`src/rtl/prog_loader_pkg.sv`:
```
// rtl/prog_loader_pkg.sv - loader state encoding and memory depth shared with the CPU
package prog_loader_pkg;

   localparam int MEMORY_SIZE_DEF = 32;

   typedef enum logic [3:0] {
      S_IDLE,
      S_LEN,
      S_HI,
      S_LO,
      S_WR,
      S_FILL,
      S_CHK,
      S_DONE,
      S_ERR
   } loader_state_t;

endpackage

```
`src/rtl/prog_loader.sv`:
```
// rtl/prog_loader.sv - boot loader packing a byte stream into 16-bit words, CPU held in reset until done
// Optional trailing checksum byte: define LOADER_CHECKSUM_EN.
module prog_loader
   import prog_loader_pkg::*;
#(
   parameter int MEMORY_SIZE = MEMORY_SIZE_DEF,
   parameter int ADDR_W      = $clog2(MEMORY_SIZE)
) (
   input  logic              i_clk,
   input  logic              i_rst_n,
   input  logic              i_start,
   input  logic              i_in_valid,
   input  logic [7:0]        i_in_data,
   output logic              o_in_ready,
   output logic              o_mem_we,
   output logic [ADDR_W-1:0] o_mem_addr,
   output logic [15:0]       o_mem_wdata,
   output logic              o_cpu_rst,
   output logic              o_busy,
   output logic              o_done,
   output logic              o_error
);

   localparam logic [ADDR_W:0] C_MEM_SIZE = (ADDR_W+1)'(MEMORY_SIZE);
   localparam logic [7:0]      C_MAX_LEN  = 8'(MEMORY_SIZE);

   loader_state_t     r_state;
   loader_state_t     w_next;
   loader_state_t     w_fill_or_done;
   loader_state_t     w_after_data;
   logic [ADDR_W:0]   r_n;
   logic [ADDR_W:0]   r_w;
   logic [ADDR_W:0]   w_w_inc;
   logic [7:0]        r_hi;
   logic [7:0]        r_lo;
   logic              w_accept;
   logic              w_len_bad;

   assign w_accept  = i_in_valid && o_in_ready;
   assign w_len_bad = (i_in_data == 8'd0) || (i_in_data > C_MAX_LEN);
   assign w_w_inc   = r_w + 1'b1;

   // A full image leaves nothing to zero-fill, so FILL is skipped entirely.
   assign w_fill_or_done = (r_n == C_MEM_SIZE) ? S_DONE : S_FILL;

`ifdef LOADER_CHECKSUM_EN
   logic [7:0] r_sum;

   assign w_after_data = S_CHK;

   always_ff @(posedge i_clk or negedge i_rst_n) begin
      if (!i_rst_n) begin
         r_sum <= 8'd0;
      end else if (w_accept) begin
         if (r_state == S_LEN)
            r_sum <= 8'd0;
         else if (r_state == S_HI || r_state == S_LO)
            r_sum <= r_sum + i_in_data;
      end
   end
`else
   assign w_after_data = w_fill_or_done;
`endif

   always_ff @(posedge i_clk or negedge i_rst_n) begin
      if (!i_rst_n)
         r_state <= S_IDLE;
      else
         r_state <= w_next;
   end

   always_comb begin
      w_next = r_state;
      case (r_state)
         S_IDLE, S_DONE, S_ERR: if (i_start) w_next = S_LEN;
         S_LEN:  if (w_accept) w_next = w_len_bad ? S_ERR : S_HI;
         S_HI:   if (w_accept) w_next = S_LO;
         S_LO:   if (w_accept) w_next = S_WR;
         S_WR:   w_next = (w_w_inc == r_n) ? w_after_data : S_HI;
         S_FILL: if (w_w_inc == C_MEM_SIZE) w_next = S_DONE;
`ifdef LOADER_CHECKSUM_EN
         S_CHK:  if (w_accept) w_next = (i_in_data == r_sum) ? w_fill_or_done : S_ERR;
`else
         S_CHK:  w_next = S_ERR;
`endif
         default: w_next = S_IDLE;
      endcase
   end

   // r_w is the word index during WR and the zero-fill address during FILL.
   always_ff @(posedge i_clk or negedge i_rst_n) begin
      if (!i_rst_n) begin
         r_n  <= '0;
         r_w  <= '0;
         r_hi <= 8'd0;
         r_lo <= 8'd0;
      end else begin
         case (r_state)
            S_LEN: if (w_accept) begin
               r_n <= i_in_data[ADDR_W:0];
               r_w <= '0;
            end
            S_HI:   if (w_accept) r_hi <= i_in_data;
            S_LO:   if (w_accept) r_lo <= i_in_data;
            S_WR:   r_w <= w_w_inc;
            S_FILL: r_w <= w_w_inc;
            default: ;
         endcase
      end
   end

   assign o_in_ready  = (r_state == S_LEN) || (r_state == S_HI) ||
                        (r_state == S_LO)  || (r_state == S_CHK);
   assign o_mem_we    = (r_state == S_WR) || (r_state == S_FILL);
   assign o_mem_addr  = r_w[ADDR_W-1:0];
   assign o_mem_wdata = (r_state == S_WR) ? {r_hi, r_lo} : 16'h0000;
   assign o_cpu_rst   = (r_state != S_DONE);
   assign o_busy      = (r_state == S_LEN) || (r_state == S_HI) || (r_state == S_LO) ||
                        (r_state == S_WR)  || (r_state == S_FILL) || (r_state == S_CHK);
   assign o_done      = (r_state == S_DONE);
   assign o_error     = (r_state == S_ERR);

endmodule
```
`config.mk`:
```
export PLATFORM = sky130hd
export DESIGN_NAME = prog_loader
export DESIGN_NICKNAME = d
export VERILOG_FILES = /design/src/rtl/prog_loader_pkg.sv /design/src/rtl/prog_loader.sv
export SDC_FILE = /design/constraint.sdc
export NUM_CORES = 1
export LEC_CHECK = 0
export BUFFER_PORTS_ARGS = -buffer_cell sky130_fd_sc_hd__buf_2
export CAP_MARGIN = 15
export CORE_MARGIN = 2
export CORE_UTILIZATION = 44
export DETAILED_ROUTE_END_ITERATION = 6
export PLACE_DENSITY = 0.79
export SLEW_MARGIN = 20
export SYNTH_ARGS = -nofsm -noshare
export SYNTH_HDL_FRONTEND = slang
export SYNTH_SLANG_ARGS = --single-unit
```
`constraint.sdc`:
```
create_clock -name i_clk -period 5.1 [get_ports i_clk]
set_clock_uncertainty 0.2 [all_clocks]
set_input_delay 0.255 -clock i_clk [delete_from_list [all_inputs] [get_ports i_clk]]
set_output_delay 0.255 -clock i_clk [all_outputs]
set_load 0.05 [all_outputs]
```
# After elaboration in Yosys (flattened, before gate mapping)
# Index checks and enable logic that the tools add are counted.
[word_totals] in_bits=12 register_bits=32 wordCells=55 out_inout_bits=27
[op_classes] muxes=12 n_eq_ne=17 n_reduce_logical=19 order_cmp=1 add_sub_neg=1
[ops] op="4-bit one-hot mux with 7 select lines" count=1
[ops] op="4-bit two-way mux" count=6
[ops] op="4-bit by 3-bit == test with 1-bit output, second input constant" count=4
[ops] op="16-bit two-way mux" count=1
[ops] op="6-bit == test, second input constant" count=2
[ops] op="6-bit one-hot mux with 2 select lines" count=1
[ops] op="2-bit != test, second input constant" count=5
[ops] op="4-bit by 2-bit == test with 1-bit output, second input constant" count=2
[ops] op="8-bit by 6-bit greater-than comparator with 1-bit output, second input constant" count=1
[ops] op="8-bit zero test" count=1
[ops] op="1-bit logical OR" count=8
[ops] op="2-bit AND reduction" count=4
[ops] op="6-bit by 1-bit adder with 6-bit output, second input constant" count=1
[ops] op="6-bit == test" count=1
[ops] op="6-bit two-way mux" count=1
[ops] op="5-bit AND reduction" count=1
[ops] op="4-bit by 1-bit == test with 1-bit output, second input constant" count=1
[ops] op="4-bit == test, second input constant" count=1
[ops] op="4-bit zero test" count=1
[ops] op="4-bit by 3-bit != test with 1-bit output, second input constant" count=1
[ops] op="3-bit two-way mux" count=1
[ops] op="3-bit OR reduction" count=1
[ops] op="2-bit two-way mux" count=1
[ops] op="2-bit nonzero test" count=1
[ops] op="2 further kinds" count=2

# Longest topological paths before layout
# Gate-level depths: netlist of the first run.
[logic_depth] depth_word=7 depth_mapped=7 ltp_nobuf=7

# Worst setup path after synthesis of the first run
# No wires, ideal clock.
[synth_path] path_type="reg-to-output" from="reg r_state[0]" to="out o_busy" path_stages_with_launch=5 n_path_buf=1 t_arrival_ps=2475 path_slack_ps=2170 required_ps=4645 path_cell_list="dfrtp_1 -> clkbuf_1 -> nor2_1 -> a211oi_1 -> or2_2"
[synth_between] elab_chain_len=6 elab_cells_between_ends=11 cone_classes="eq/ne (6); reduce/logical (5)"
[synth_lines] element="start: declaration" line="prog_loader.sv:27" source="loader_state_t r_state;"
[synth_lines] element="start signal: assignment" line="prog_loader.sv:69" source="r_state <= w_next;"
[synth_lines] element="4-bit by 1-bit == test with 1-bit output or 4-bit by 2-bit == test with 1-bit output (tied branches)" line="prog_loader.sv:118" source="assign o_busy = (r_state == S_LEN) || (r_state == S_HI) || (r_state == S_LO) ||"
[synth_lines] element="1-bit logical OR (3 in series)" line="prog_loader.sv:118"
[synth_lines] element="1-bit logical OR" line="prog_loader.sv:119" source="(r_state == S_WR) || (r_state == S_FILL) || (r_state == S_CHK);"
[synth_lines] element="1-bit logical OR *" line="prog_loader.sv:119"
[synth_lines] element="end: declaration" line="prog_loader.sv:19" source="output logic o_busy,"
# Every way passes the cells marked *; elsewhere a longest branch is shown, timed or not.

# Final worst setup path of the first run
[layout_path] from="reg r_state[2]" to="out o_busy"
# Same word-level chain as after synthesis.

==> results of run 1 <==
-- power by group through the flow --
stage                     combinational [mW]  sequential, mW  clock (mW)
after global routing                   0.480           0.455       0.256
final                                  0.438           0.442       0.242
after floorplan                        0.401           0.398           0
after CTS                              0.440           0.440       0.247
after detailed placement               0.437           0.444           0
after global placement                 0.431           0.438           0
-- area by class of cell --
cell class / instances / area share (%)
multi-input cells: 128 / 43.6
flip-flops and latches: 32 / 38.3
repair buffers: 39 / 9.58
clock buffers: 6 / 3.47
well taps: 50 / 2.99
clock inverters: 2 / 1.68
inverters: 2 / 0.359
-- worst max-delay path by stage --
| stage | from | end | slack [ns] | cells past startpoint |
|---|---|---|---|---|
| after global routing | r_state[2]$_DFFE_PN0P_ | o_busy | 1.55 | 5 |
| after detailed placement | r_state[2]$_DFFE_PN0P_ | o_busy | 2.24 | 5 |
| after CTS | r_state[2]$_DFFE_PN0P_ | o_busy | 1.92 | 5 |
| after global placement | r_state[2]$_DFFE_PN0P_ | o_busy | 2.26 | 5 |
| final | r_state[2]$_DFFE_PN0P_ | o_busy | 1.86 | 5 |
| after floorplan | r_state[0]$_DFFE_PN0P_ | o_busy | 2.17 | 4 |
-- sequential cells by signal, summed over array words and instances, names as in the netlist --
signal,flops
r_lo,8
r_w,6
r_hi,8
r_n,6
r_state,4
-- Yosys cell counts (4+ instances only) --
| master | number | share of area, % |
|---|---|---|
| a21oi_1 | 8 | 2.2 |
| and3_1 | 16 | 5.6 |
| buf_2 | 4 | 1.1 |
| buf_4 | 5 | 2.1 |
| clkbuf_1 | 5 | 1.0 |
| dfrtp_1 | 32 | 45 |
| mux2_2 | 23 | 14 |
| nand2_1 | 10 | 2.1 |
| nand3_1 | 6 | 1.7 |
| nor2_1 | 9 | 1.9 |
| o21ai_0 | 9 | 2.5 |
| xnor2_1 | 8 | 3.9 |
-- logic make-up (layout without fill, tap and decap cells) --
family / Yosys count / after routing / share of synthesized area [%]
and+or+nand+nor: 62 / 62 / 19.4
DFF: 32 / 32 / 44.6
AOI/OAI and AO/OA: 31 / 31 / 10.9
muxes: 23 / 23 / 14.4
buffers and inverters: 16 / 49 / 4.67
xor gates and xnor gates: 11 / 11 / 5.36
adders and majority gates: 1 / 1 / 0.696
-- metrics by stage --
step | worst slack (ns) | util (%)
2_1_floorplan | 2.17 | -
3_3_place_gp | 2.26 | 49.7
3_5_place_dp | 2.24 | 49.7
4_1_cts | 1.92 | 52.6
5_1_grt | 1.55 | 52.6
6_report | 1.86 | 52.6
-- worst max-delay path, stage by stage, from the launching register on --
cell and delay, ns:
dfrtp_1 0.61, nor2b_1 0.84, nand2b_1 0.38, inv_1 0.26, or2_2 0.14, buf_2 0.25
-- layer usage --
metal / routed length [um] / vias up
met5: 0 / -
met1: 1720 / 678
met4: 44 / 0
met3: 321 / 6
li1: - / 695
met2: 1860 / 56
-- cells in the final DEF, fill, tap and decap left out, types with 2 or more instances in the layout --
cell      Yosys  routed
dfrtp_1      32      32
buf_2         4      38
or2_2         2       2
or4_1         2       2
a21oi_1       8       8
o31ai_1       3       3
o21ai_0       9       9
a211oi_1      3       3
nor2b_1       3       3
mux2_2       23      23
xnor2_1       8       8
nor2_1        9       9
nand2_1      10      10
and3_1       16      16
and2_1        3       3
nor4b_1       2       2
inv_1         2       2
clkbuf_8      0       5
nand2b_1      3       3
nand3_1       6       6
xor2_1        3       3
==> summary.txt, run 1 <==
Die
  – Die area: roughly 4600 um^2
  – Die span in x: 67.9 um
  – Die H: 67.9 um
  – Core ar.: 3970 um^2
  – Top Ports: 39
  – # rows: 23
  – Initial Utilization: between 40% and 50%

Critical path
  – Critical path class: reg -> out
  – Reg2reg start: r_state[2]$_DFFE_PN0P_
  – Worst-path maximum fanout: 19
  – Required time worst endpoint: 4.64 ns
  – R2r endpoint: r_w[4]$_DFFE_PN0P_
  – Crit end category: primary output
  – Arrival time worst endpoint: 2.78 ns
  – CP Launch Type: flop
  – R2R Setup Slk: around 2.4 ns
  – Worst reg-to-reg path cell count: 6

Pwr
  – Power per Cell Area: 536 nW/um^2
  – Switching pwr: 444 uW
  – Int Power: 677 uW
  – Lkg Pwr: approximately 1.1 nW
  – Power Total: 1.12 mW
  – Reg power frac: between 30% and 40%
  – Peak supply drop: 0.000218 V
  – Clock power share: 21.5%
  – Logic gate share of total power: between 30% and 40%
  – Switching Fraction: between 30% and 40%

GRT
  – Vias in the first global route: 1323
  – Pin count of the biggest net entering global routing: 33
  – Global-route wire length before repair: 6210 um
  – GRT Overall Usage: ~18%
  – Met3 track demand over resource: 6.58%
  – Top Usage Layer GRT: met2
  – Met1 Use GR: 22.4%
  – GRT Residual Overflow: 0
  – Initial antenna violation count: 0
  – GR Util met2: 29.8%

Drt
  – First-pass iteration count of the detailed router: 4
  – Remaining antenna violation count: 0
  – Vias: 1435
  – Final wirelength: 3940 um
  – DR vias/cell: about 5.5
  – Post-route DRC: 0
  – DR iter-0 viols: 84
  – Routed len/inst: 15.2 um

CTS
  – Clock Latency Late Sink: 0.29 ns
  – Clk pin slew, worst setup/hold paths: ~0.07 ns
  – # Post-CTS Setup Buffers: 0
  – Post-cts resize count: 0
  – Clock sinks: 32
  – CTS tree: done
  – Clock buffer depth: 2
  – H-tree levels: 2
  – Clk root buf: clkbuf_8
  – Num CTS Buffers: 5
  – Post-cts hold buffer count: 1

Synthesis
  – Distinct cells, synth: 37
  – Sequential share of the synthesized area: 44.6%
  – Post-Syn Area: 1800 um^2
  – Post-Syn Area per Cell: 10.2 um^2
  – Most used DFF post-synth: dfrtp_1
  – EDFF count, synth: 0
  – Mapped Nets: 189
  – Synth Warn #: 0
  – Synthesized instance count: approximately 180
  – Yosys reg bits: 32
  – Post-synth ARST share: 100%

Status
  – Status: finished, final reports clean

Timing
  – Final setup TNS: 0 ns
  – RSZ-0062 raised after global routing: no
  – Final Hold Vio Count: 0
  – Worst slew pin tran: ~0.98 ns
  – Fin. max-slew vios: 0
  – Worst slew margin: between 30% and 40%
  – Final min period: ~3.2 ns
  – Final setup vio count: 0
  – WHS: 0.0323 ns
  – Period utilization: 63.5%
  – Peak Freq: 309 MHz

Cells and area
  – Multi-input gate area: 912 um^2
  – Syn-to-layout area delta: 16.4%
  – Final net count: approximately 220
  – Number of diodes: 0
  – Final non-filler cell total: between 200 and 300
  – Fraction of layout cells with a size suffix above 1: 34.4%
  – Fillcell total: 354
  – Final Cell Area: around 2100 um^2
  – Reg area: 801 um^2

Run
  – Max cap viols: 0

Worst hold path
  – Hold path start: i_in_data[7]
  – Hold Path Sink: r_hi[7]$_DFFE_PN0P_
  – Worst min-delay path category: in -> reg
  – WHS Path Cells: 2

Place
  – Placed Area: 1970 um^2
  – Port Buffers: 38
  – Post-DP HPWL: 2710 um
  – Final GP Congestion: 0.777
  – Placed cell count: 250
(Power assumes the default switching activity.)
==> run 2: changes to the inputs <==
Settings changed: ABC_AREA set to 1, PLACE_DENSITY 0.79 to 0.81.
Clock period 5.1 ns to 2.9 ns, I/O delays scaled along.
==> run 2 against run 1 <==
Effect of this change: clock power is 75% higher; non-clock buffer count rose by 8; sequential share of layout area down 3.5 points; global-route usage rose by 0.63 points; combinational power increased by 110%; final cell count rose by 38%; synthesized cell count is 47% higher; sequential power increased by 61%; synthesized area grew 7.0%; highest routed layer unchanged.
==> summary.txt, run 2 <==
CTS
  – H-tree levels: 2
  – Clock sinks: 32
  – Clock buffer depth: 2
  – # Post-CTS Setup Buffers: 0
  – Clk root buf: clkbuf_8
  – Clk pin slew, worst setup/hold paths: roughly 0.07 ns
  – Clock Latency Late Sink: between 0.2 and 0.3 ns
  – CTS tree: done
  – Num CTS Buffers: 5
  – Post-cts resize count: 0

Drt
  – Remaining antenna violation count: 0
  – DR vias/cell: roughly 4.7
  – Routed len/inst: 11.5 um
  – Vias: between 1500 and 2000
  – Post-route DRC: 0
  – First-pass iteration count of the detailed router: 5
  – DR iter-0 viols: roughly 150
  – Final wirelength: slightly above 4000 um

Die
  – Core ar.: 4290 um^2
  – Die span in x: 70.1 um
  – Die area: 4920 um^2
  – Die H: 70.1 um
  – # rows: 24
  – Top Ports: 39
  – Initial Utilization: between 40% and 50%

Worst hold path
  – Hold Path Sink: r_n[5]$_DFFE_PN0P_
  – Hold path start: i_in_data[5]
  – WHS Path Cells: 3
  – Worst min-delay path category: in -> reg

Cells and area
  – Final net count: 317
  – Number of diodes: 0
  – Syn-to-layout area delta: 19.5%
  – Commonest non-fill, non-tap cells in the layout: 68 x nand2_1, 47 x inv_1, 38 x buf_2, 32 x dfrtp_1, 30 x nor2_1
  – Fraction of layout cells with a size suffix above 1: 24.6%
  – Biggest regs: r_hi x8, r_lo x8
  – Most common cell after layout, fill and taps aside: nand2_1

GRT
  – Initial antenna violation count: 0
  – Pin count of the biggest net entering global routing: 33
  – GRT Overall Usage: 18.8%
  – GRT Residual Overflow: 0
  – Vias in the first global route: 1690
  – Global-route wire length before repair: 7280 um

Place
  – Port Buffers: 38
  – Post-DP HPWL: 2980 um
  – Final GP Congestion: 0.841

Synthesis
  – Post-synth ARST share: 100%
  – Cell taking the most area after synthesis: dfrtp_1
  – Top-count cell post-synth: nand2_1
  – Post-Syn Area per Cell: 7.43 um^2
  – Most used DFF post-synth: dfrtp_1
  – Yosys reg bits: 32
  – Yosys top cell area share: 41.6%
  – Synthesized instance count: ~260
  – Synth Warn #: 0
  – Sequential share of the synthesized area: 41.6%
  – Distinct cells, synth: 26
  – Mapped Nets: 272
  – Post-Syn Area: between 1500 and 2000 um^2
  – Dominant cells by area after synthesis: dfrtp_1 42%, nand2_1 13%, inv_1 9.2%
  – Synth top cells by count: 68 x nand2_1, 47 x inv_1, 32 x dfrtp_1
  – EDFF count, synth: 0

Pwr
  – Peak supply drop: around 0.00042 V
  – Power per Cell Area: around 890 nW/um^2
  – Lkg Pwr: around 1.2 nW
  – Power Total: 2.05 mW

Timing
  – Final min period: around 2.3 ns
  – Final Hold Vio Count: 0
  – Period utilization: between 70% and 80%
  – Worst slew pin tran: 0.721 ns
  – Worst slew margin: 51.9%
  – Final setup vio count: 0
  – Fin. max-slew vios: 0
  – Final setup TNS: 0 ns
  – Peak Freq: about 440 MHz
  – RSZ-0062 raised after global routing: no

Critical path
  – Worst-path maximum fanout: 16
  – R2r endpoint: r_w[0]$_DFFE_PN0P_
  – Reg2reg start: r_state[0]$_DFFE_PN0P_
  – Required time worst endpoint: 2.56 ns
  – Max stage delay on crit path: roughly 0.39 ns
  – Arrival time worst endpoint: 1.93 ns
  – CP Launch Type: flop
  – Cell Chain, Critical Path: inv_1 -> nand2_1 -> nor2_1 -> inv_1 -> nor2_1 -> buf_2
  – Crit end category: primary output
  – Critical path class: reg -> out
  – Master of the slowest instance on the critical path: dfrtp_1
  – R2R Setup Slk: about 0.73 ns
  – Worst reg-to-reg path cell count: 6

Run
  – Max cap viols: 0

Status
  – Status: finished, final reports clean
## run 2: changes by cell type after synthesis, sizes merged, moves of 8 or more
| cell | delta |
|---|---|
| and3 | -16 |
| mux2 | -23 |
| nor2 | +23 |
| nand2 | +62 |
| a21oi | -8 |
| inv | +45 |
| o21ai | +18 |
| nand3 | +13 |
## run 2: worst max path at each step
stage,to,slack (ns),start
after detailed placement,r_w[2]$_DFFE_PN0P_,0.79,r_state[0]$_DFFE_PN0P_
final,o_mem_wdata[13],0.62,r_state[3]$_DFFE_PN0P_
after global placement,r_w[2]$_DFFE_PN0P_,0.87,r_state[0]$_DFFE_PN0P_
after floorplan,o_busy,0.50,r_state[3]$_DFFE_PN0P_
after CTS,o_mem_wdata[10],0.64,r_state[3]$_DFFE_PN0P_
after global routing,o_mem_wdata[13],0.43,r_state[3]$_DFFE_PN0P_
## run 2: cell families (layout without fill, tap and decap cells)
group                      count (synthesis)  count (layout)  synth area share, %
buffers and inverters                     56             102                 13.1
adders and majority gates                  1               1                0.651
AOI/OAI and AO/OA                         32              32                 12.9
xor gates and xnor gates                   1               1                0.456
and+or+nand+nor                          137             137                 31.2
DFF                                       32              32                 41.6
## run 2: worst max-delay path, delay by kind of cell, from the launching register on
kind,cells,cell delay (ns)
buf+inv,3,0.68
simple gates,3,0.56
flops,1,0.39
## run 2: per-stage QoR
stage	util, %	std cells	setup WS, ns	hold WS, ns	area, um^2
final	53.5	357	0.622	0.0235	2300
after global routing	53.5	357	0.434	0.0242	2300
after detailed placement	49.2	341	0.794	0.0439	2110
after floorplan	-	259	0.496	-0.351	1920
after CTS	53.5	357	0.643	0.0177	2300
after global placement	49.2	341	0.874	0.0344	2110
## run 2: cell type report
class	instances	area (um^2)
timing repair buffer	47	278
inverter	47	176
multi-input combinational	171	871
tap	52	65.1
clock inverter	2	35.0
sequential	32	801
fill	425	2000
clock buffer	6	72.6
## run 2: per-layer routing
| metal | GRT usage (%) | wire (um) | up-vias |
|---|---|---|---|
| met5 | 0 | 0 | - |
| met4 | 7.91 | 80 | 0 |
| met3 | 6.06 | 232 | 6 |
| met2 | 29.9 | 1870 | 41 |
| met1 | 23.5 | 1930 | 752 |
| li1 | - | - | 893 |
## run 2: timing repair
action	in CTS	in global routing
hold endpoints to repair	47	0
endpoints found under the setup margin	0	0
hold buffers	8	0
## run 2: where the power goes
group	switching [mW]	leakage (nW)	internal (mW)
Sequential	0.127	0.428	0.585
Clock	0.169	0.0552	0.255
Combinational	0.631	0.699	0.288
Total	0.927	1.18	1.13
==> run 3: changes to the inputs <==
Settings changed: ABC_AREA 1 to 0, PLACE_DENSITY 0.81 to 0.79.
Clock period 2.9 ns to 2.3 ns, I/O delays scaled along.
==> run 3 against run 2 <==
Effect of this change: wire length down 2.2%; first-iteration DRC count down 27%; count of clock-buffer cells in the layout down 1; clock power up 28%; register-to-register slack worse by 0.55 ns; combinational power up 15%; critical path depth up 2; sequential share of layout area up 0.80 points; final cell count down 23%; setup slack worse by 0.50 ns; non-clock buffer count up 7; largest cell class unchanged; highest routed layer unchanged.
==> summary.txt, run 3 (synthesized netlist as in run 1, its figures left out) <==
Die
  – # rows: 23
  – Initial Utilization: 45.2%
  – Core ar.: 3970 um^2
  – Die H: 67.9 um
  – Die span in x: 67.9 um
  – Die area: 4610 um^2
  – Top Ports: 39

Critical path
  – Arrival time worst endpoint: approximately 2.2 ns
  – Reg2reg start: r_w[1]$_DFFE_PN0P_
  – Cell family contributing the most delay on the critical path: simple AND/OR/NAND/NOR gates
  – R2r endpoint: r_state[1]$_DFFE_PN0P_
  – Worst reg-to-reg path cell count: 7
  – Setup crit start: i_in_data[2]
  – R2R Setup Slk: between 0.15 and 0.2 ns
  – Crit path buffers/inverters: 2
  – Worst-path maximum fanout: 4
  – Crit end category: flop
  – Cell Chain, Critical Path: dlygate4sd3_1 -> buf_2 -> or4_1 -> nor2_1 -> xnor2_1 -> a31oi_1 -> nor4b_2 -> a221o_1
  – Critical path class: in -> reg
  – CP Launch Type: input port
  – Required time worst endpoint: 2.27 ns
  – Master of the slowest instance on the critical path: or4_1
  – Max stage delay on crit path: 0.53 ns

GRT
  – Global-route wire length before repair: 6600 um
  – GRT Overall Usage: between 10% and 20%
  – Initial antenna violation count: 0
  – Vias in the first global route: 1386
  – GRT Residual Overflow: 0
  – Pin count of the biggest net entering global routing: 33

Timing
  – Final setup vio count: 0
  – Period utilization: a little over nine tenths
  – Final setup TNS: 0 ns
  – Worst slew pin tran: roughly 0.7 ns
  – Peak Freq: 459 MHz
  – Final setup margin: 0.121 ns
  – Final min period: 2.18 ns
  – Fin. max-slew vios: 0
  – Final Hold Vio Count: 0
  – RSZ-0062 raised after global routing: no
  – Worst slew margin: 52.5%

Place
  – Setup WS pre-CTS: 0.201 ns
  – Final GP Congestion: 0.857
  – Port Buffers: 38
  – Post-DP HPWL: 2750 um

Worst hold path
  – WHS Path Cells: 4
  – Worst min-delay path category: in -> reg
  – Hold path start: i_in_valid
  – Hold Path Sink: r_n[5]$_DFFE_PN0P_

Pwr
  – Power per Cell Area: 1150 nW/um^2
  – Lkg Pwr: 1.13 nW
  – Peak supply drop: 0.000687 V

Drt
  – Vias: 1499
  – Post-route DRC: 0
  – Remaining antenna violation count: 0
  – DR iter-0 viols: 109
  – Final wirelength: just over 4000 um
  – First-pass iteration count of the detailed router: 4
  – DR vias/cell: 5.47
  – Routed len/inst: 14.7 um

Cells and area
  – Number of diodes: 0
  – Most common cell after layout, fill and taps aside: buf_2
  – Syn-to-layout area delta: 25.1%
  – Final net count: between 200 and 250
  – Commonest non-fill, non-tap cells in the layout: 38 x buf_2, 32 x dfrtp_1, 23 x mux2_2, 16 x and3_1, 10 x nand2_1
  – Biggest regs: r_hi x8, r_lo x8
  – Fraction of layout cells with a size suffix above 1: 37.5%

CTS
  – Clock buffer depth: 2
  – CTS tree: done
  – Clk pin slew, worst setup/hold paths: ~0.070 ns
  – Clock sinks: 32
  – Clock Latency Late Sink: around 0.28 ns
  – Num CTS Buffers: 5
  – # Post-CTS Setup Buffers: 0
  – H-tree levels: 2
  – Clk root buf: clkbuf_8

Status
  – Status: finished, final reports clean

Run
  – Max cap viols: 0
==> run 3: changes by cell type in the layout (fill, tap and decap cells not counted), moves of 13 or more <==
cell and change:
o21ai_2 -19, inv_1 -45, and3_1 +16, mux2_2 +23, nor2_1 -22, nand3_1 -13, nand2_1 -58
==> run 3: where the power goes <==
part	leakage (nW)	internal [mW]	switching, mW
clock	0.0541	0.320	0.220
combinational	0.659	0.471	0.591
sequential	0.414	0.763	0.210
==> run 3: worst max-delay path by stage <==
stage | end | cells past startpoint
after floorplan | o_busy | 4
after global placement | r_state[1]$_DFFE_PN0P_ | 7
after detailed placement | r_state[1]$_DFFE_PN0P_ | 7
after CTS | o_mem_wdata[9] | 4
after global routing | r_state[1]$_DFFE_PN0P_ | 7
final | r_state[1]$_DFFE_PN0P_ | 8
==> run 3: layout make-up <==
cell class / count / area [um^2]
flip-flops and latches: 32 / 801
repair buffers: 54 / 333
fillers: 336 / 1720
clock buffers: 5 / 68.8
inverters: 2 / 7.51
well taps: 50 / 62.6
multi-input cells: 128 / 932
clock inverters: 3 / 42.5
==> run 3: stage by stage <==
step / instance area (um^2) / utilization, % / hold WS [ns] / total power, mW / instances
after global placement: 2040 / 51.3 / 0.00429 / 1.99 / 257
after CTS: 2240 / 56.4 / 0.165 / 2.58 / 274
after detailed placement: 2040 / 51.3 / 0.0111 / 2.02 / 257
final: 2250 / 56.6 / 0.173 / 2.58 / 274
after floorplan: 1810 / - / -0.381 / 1.79 / 176
after global routing: 2250 / 56.6 / 0.224 / 2.74 / 274
==> run 3: timing repair <==
action,in CTS,in global routing
setup endpoints to repair,0,6
endpoints found under the hold margin,54,0
resized for setup,0,2
hold buffers,9,0
==> run 3: layer usage <==
layer,part of all wire (%),vias to the layer above,global-route usage [%]
met5,0,-,0
met3,4.4,2,5.76
met1,48,739,26.4
met4,0.30,0,5.00
li1,-,724,-
met2,48,34,29.3
==> run 3: worst min-delay path, delay by kind of cell <==
family        cells  cell delay [ns]
mux               1             0.16
buf+inv           1             0.13
simple gates      2             0.22
